$ cat src/rtl/mem_io_bridge.sv
// Memory-mapped bus target: decodes CPU requests onto a synchronous RAM, an LED
// register and a synchronised switch port, with a sticky error flag and access counters.
module mem_io_bridge #(
  parameter int unsigned           ADDR_W    = 9,
  parameter int unsigned           DATA_W    = 16,
  parameter int unsigned           RAM_WORDS = 256,
  parameter logic [ADDR_W-1:0]     LED_ADDR  = 9'h100,
  parameter logic [ADDR_W-1:0]     SW_ADDR   = 9'h140
) (
  input  logic              clk,
  input  logic              reset,
  input  logic [1:0]        mem_cmd,
  input  logic [ADDR_W-1:0] mem_addr,
  input  logic [DATA_W-1:0] write_data,
  output logic [DATA_W-1:0] read_data,
  input  logic [7:0]        sw,
  output logic [7:0]        led,
  output logic              bus_err,
  output logic [7:0]        rd_cnt,
  output logic [7:0]        wr_cnt
);

  localparam int unsigned RAM_AW = $clog2(RAM_WORDS);

  typedef enum logic [1:0] {
    CMD_NONE  = 2'b00,
    CMD_READ  = 2'b01,
    CMD_WRITE = 2'b10,
    CMD_ILL   = 2'b11
  } cmd_e;

  cmd_e              cmd;
  logic              is_ram;
  logic              is_led;
  logic              is_sw;
  logic [RAM_AW-1:0] ram_idx;
  logic [7:0]        sw_meta;
  logic [7:0]        sw_sync;
  logic [DATA_W-1:0] ram [RAM_WORDS];

  always_comb begin
    cmd     = cmd_e'(mem_cmd);
    is_ram  = ({1'b0, mem_addr} < (ADDR_W+1)'(RAM_WORDS));
    is_led  = (mem_addr == LED_ADDR);
    is_sw   = (mem_addr == SW_ADDR);
    ram_idx = mem_addr[RAM_AW-1:0];
  end

  // RAM array carries no reset; writes are still suppressed while reset is held low.
  always_ff @(posedge clk) begin
    if (reset && cmd == CMD_WRITE && is_ram)
      ram[ram_idx] <= write_data;
  end

  always_ff @(posedge clk or negedge reset) begin
    if (!reset) begin
      read_data <= '0;
      led       <= '0;
      bus_err   <= 1'b0;
      rd_cnt    <= '0;
      wr_cnt    <= '0;
      sw_meta   <= '0;
      sw_sync   <= '0;
    end else begin
      sw_meta <= sw;
      sw_sync <= sw_meta;
      unique case (cmd)
        CMD_READ: begin
          if (rd_cnt != 8'hFF)
            rd_cnt <= rd_cnt + 8'd1;
          if (is_ram)
            read_data <= ram[ram_idx];
          else if (is_led)
            read_data <= {{(DATA_W-8){1'b0}}, led};
          else if (is_sw)
            read_data <= {{(DATA_W-8){1'b0}}, sw_sync};
          else begin
            read_data <= '0;
            bus_err   <= 1'b1;
          end
        end
        CMD_WRITE: begin
          if (wr_cnt != 8'hFF)
            wr_cnt <= wr_cnt + 8'd1;
          if (is_led)
            led <= write_data[7:0];
          else if (!is_ram)
            bus_err <= 1'b1;
        end
        CMD_ILL:  bus_err <= 1'b1;
        default:  ;
      endcase
    end
  end

endmodule

$ cat config.mk
export PLATFORM = sky130hd
export DESIGN_NAME = mem_io_bridge
export DESIGN_NICKNAME = d
export VERILOG_FILES = /design/src/rtl/mem_io_bridge.sv
export SDC_FILE = /design/constraint.sdc
export NUM_CORES = 2
export LEC_CHECK = 0
export BUFFER_PORTS_ARGS = -buffer_cell sky130_fd_sc_hd__buf_4
export CORE_UTILIZATION = 45
export DETAILED_ROUTE_END_ITERATION = 8
export PLACE_DENSITY = 0.6
export SLEW_MARGIN = 30
export SYNTH_ARGS = -nofsm -noshare
export SYNTH_HDL_FRONTEND = slang
export SYNTH_SLANG_ARGS = --single-unit
$ cat constraint.sdc
create_clock -name clk -period 2.3 [get_ports clk]
set_input_delay 0.69 -clock clk [delete_from_list [all_inputs] [get_ports clk]]
set_output_delay 0.69 -clock clk [all_outputs]
set_load 0.01 [all_outputs]
==> summary.txt <==
Yosys
  • Yosys top cell area share: 0.7699
  • Net Count, Synth: 7203
  • Synthesized area: approximately 0.16 mm2
  • Area contributors post-synth: edfxtp_1, mux4_2, mux2i_1
  • Ys Warns: 0
  • Yosys top cell by area: edfxtp_1
  • Register area share after synthesis: 0.7788
  • Asr flop ratio synth: 0.01373
  • Post-synth EDFFs: between 4000 and 5000
  • Synth cell types: a little under 80
  • Synthesized instance count: roughly 7000
  • Most common cell in the netlist: edfxtp_1
  • Synth Flop Type: edfxtp_1
  • Flops & latches, synth: 4153
  • Synth Area per Inst: approximately 22 um2
  • Commonest cells post-synth: edfxtp_1, mux4_2, nor2_1

Clock tree
  • TritonCTS clock tree: yes
  • Clk sink count: a little over 4000
  • Later-pin clock latency in the skew report: 0.99 ns
  • CTS Buf Count: 413
  • Clock Tree Buf Depth: 4
  • Depth of the CTS H-tree: 5
  • Root Buffer: clkbuf_16
  • CTS clk-pin slew, worst paths: 0.06 ns

Setup path
  • Largest delay share family, worst path: buffers and inverters
  • Worst Path Required: 3.16 ns
  • Crit path max-delay cell type: a311oi_4
  • R2r endpoint: read_data[13]
  • Crit path launch: mem_addr[0]
  • Worst reg-to-reg path cell count: 8
  • Crit path largest cell delay: 0.54 ns
  • Critical path arrival: about 3.4 ns
  • FF-to-FF Start: ram[199][13]
  • WS Path Type: primary input to register
  • Critical path endpoint: read_data[13]
  • FF-to-FF setup slack: -0.21 ns
  • CP Launch Type: primary input
  • Critical-path cell list: buf_16, buf_16, buf_12, buf_4, nor2b_4, buf_12, buf_4, nand2_1, a311oi_4, buf_6, nand4_1, a211oi_2, o21ai_1
  • Worst Path Buf+Inv: 7
  • Worst path depth: 13
  • Top fanout value on the critical path: 10
  • Setup crit end kind: register

GRT
  • All-Layer GR Usage: 0.2902
  • GR Overflow Total: 0
  • Vias in the first global route: about 85000
  • First-pass GRT wire length: 709900 um
  • Antenna violations before repair: 26
  • Met3 Track Usage GR: 0.06249
  • Global-route met2 utilization: 0.4417
  • Met1 Usage GRT: 0.4040
  • Largest net degree at the start of global routing: just over 100
  • Busiest metal layer after global routing: met2

Layout
  • Nets@finish: 8943
  • Layout cells sized above 1: 0.4159
  • Area delta synth->final: 25.15%
  • Finished layout cell area: between 0.15 and 0.2 mm2

Detailed routing
  • DRC viols: 0
  • Iter 0 DRT Violations: between 10000 and 15000
  • Post-DRT Antenna Nets: 0
  • Vias: between 80000 and 90000
  • Wire length per cell: roughly 37 um
  • Final Routed Wirelength: 522500 um
  • Vias per cell: 6.257
  • Drt pass-1 iters: 7

Timing
  • Setup slack after layout: -0.2667 ns
  • F_max: between 0.3 and 0.4 GHz
  • Crit share post-route: 1.116
  • Final hold viol count: 0
  • Final slew viol count: 0
  • Final TNS setup: -2.813 ns
  • Final Critical Period: 2.567 ns
  • RSZ-0062 raised after global routing: yes
  • Post-Route Skew: about 0.084 ns
  • Slew margin rel.: 0.4775
  • Final setup fails: 42
  • Worst-Margin Slew: roughly 0.8 ns

Status
  • Failing checks: setup timing
  • Run status: finished, violations left

Floorplanning
  • Core area: between 0.3 and 0.4 mm2
  • Starting Density: 0.4526
  • DIE AREA: around 0.36 mm2
  • Chip Height: between 500 and 600 um
  • Die Wd: around 600 um
  • Rows: around 220
  • IO Count: 78

Pwr
  • Pwr/cell area: 810.3 mW/mm2
  • IR drop worst, VDD: 0.9685 mV
  • Leak: roughly 0.065 uW

Placement
  • Port Buffers: 77
  • Final HPWL DP: 349100 um
  • Pre-CTS WS: -2.143 ns
  • Routability Congestion: between 1 and 1.5
  • Dpl cell area: approximately 0.18 mm2

Worst hold path
  • Worst hold path class: primary input to register
  • Hold_sp: write_data[15]

Run
  • Number of max-cap violations: 0
## report_power, final
group          switching [uW]  total (uW)  internal (uW)
logic                    6850       11700           4860
registers                 249       83500          83300
clock network           28700       66800          38000
total                   35800      162000         126000
## cells by family (layout without fill, tap and decap cells)
group / count (synthesis) / count (layout) / synth area share
compound gates: 519 / 519 / 0.02270
other cells: 0 / 14 / 0
simple gates: 750 / 750 / 0.02068
mux: 1322 / 1322 / 0.1630
buf+inv: 404 / 2477 / 0.01383
fa+ha+maj: 2 / 2 / 0.0001566
flops: 4153 / 4153 / 0.7788
xor+xnor: 14 / 14 / 0.0007675
## timing repair
action / in CTS / in global routing
hold endpoints to repair: 33 / 0
hold buffers: 10 / 0
gates resized for setup: 345 / 171
setup endpoints to repair: 240 / 87
gates cloned: 17 / 1
setup buffers: 75 / 73
pin swaps: 52 / 65
## stage by stage
stage / utilization / power (uW) / std cells / hold slack, ns
6_report: 0.5665 / 162000 / 13981 / 0.07897
5_1_grt: 0.5664 / 165400 / 13971 / 0.08442
4_1_cts: 0.5629 / 162100 / 13906 / 0.04503
3_5_place_dp: 0.5176 / 95630 / 13066 / 0.3418
3_3_place_gp: 0.5175 / 95480 / 13065 / 0.3419
2_1_floorplan: - / 89160 / 7164 / 0.3312
## per-layer routing
metal,vias up,share of wire
met1,47020,0.38
met2,5477,0.46
met3,1005,0.11
li1,33981,-
met5,-,0.000033
met4,2,0.055
## worst min-delay path by stage
stage | cells past startpoint | end | slack (ns)
CTS | 1 | ram[19][15] | 0.05
detailed placement | 0 | sw_sync[7] | 0.34
finish | 1 | ram[30][15] | 0.08
global route | 1 | ram[28][15] | 0.08
global placement | 0 | sw_sync[7] | 0.34
floorplan | 0 | sw_sync[0] | 0.33
## placed cells by master, fill, tap and decap left out, types with 85 or more instances in the layout
cell type,instances
mux2i_1,247
nand2_1,182
buf_4,1053
mux4_2,1021
clkbuf_1,92
clkbuf_16,422
a22oi_1,112
edfxtp_1,4096
buf_12,503
buf_6,85
nor2_1,94
nor2_2,171
## cell type report
type	instances	area [um2]
clock inverters	224	2238
flip-flops and latches	4153	124400
fillers	25823	153000
inverters	6	42.54
well taps	4730	5918
repair buffers	1723	20570
clock buffers	524	11030
multi-input cells	2607	35660
diodes	14	35.03
## sequential cells by signal, summed over array words and instances, names as in the netlist
register	count
bus_err	1
led	8
ram	4096
rd_cnt	8
read_data	16
sw_meta	8
sw_sync	8
wr_cnt	8
(Power assumes the default switching activity.)
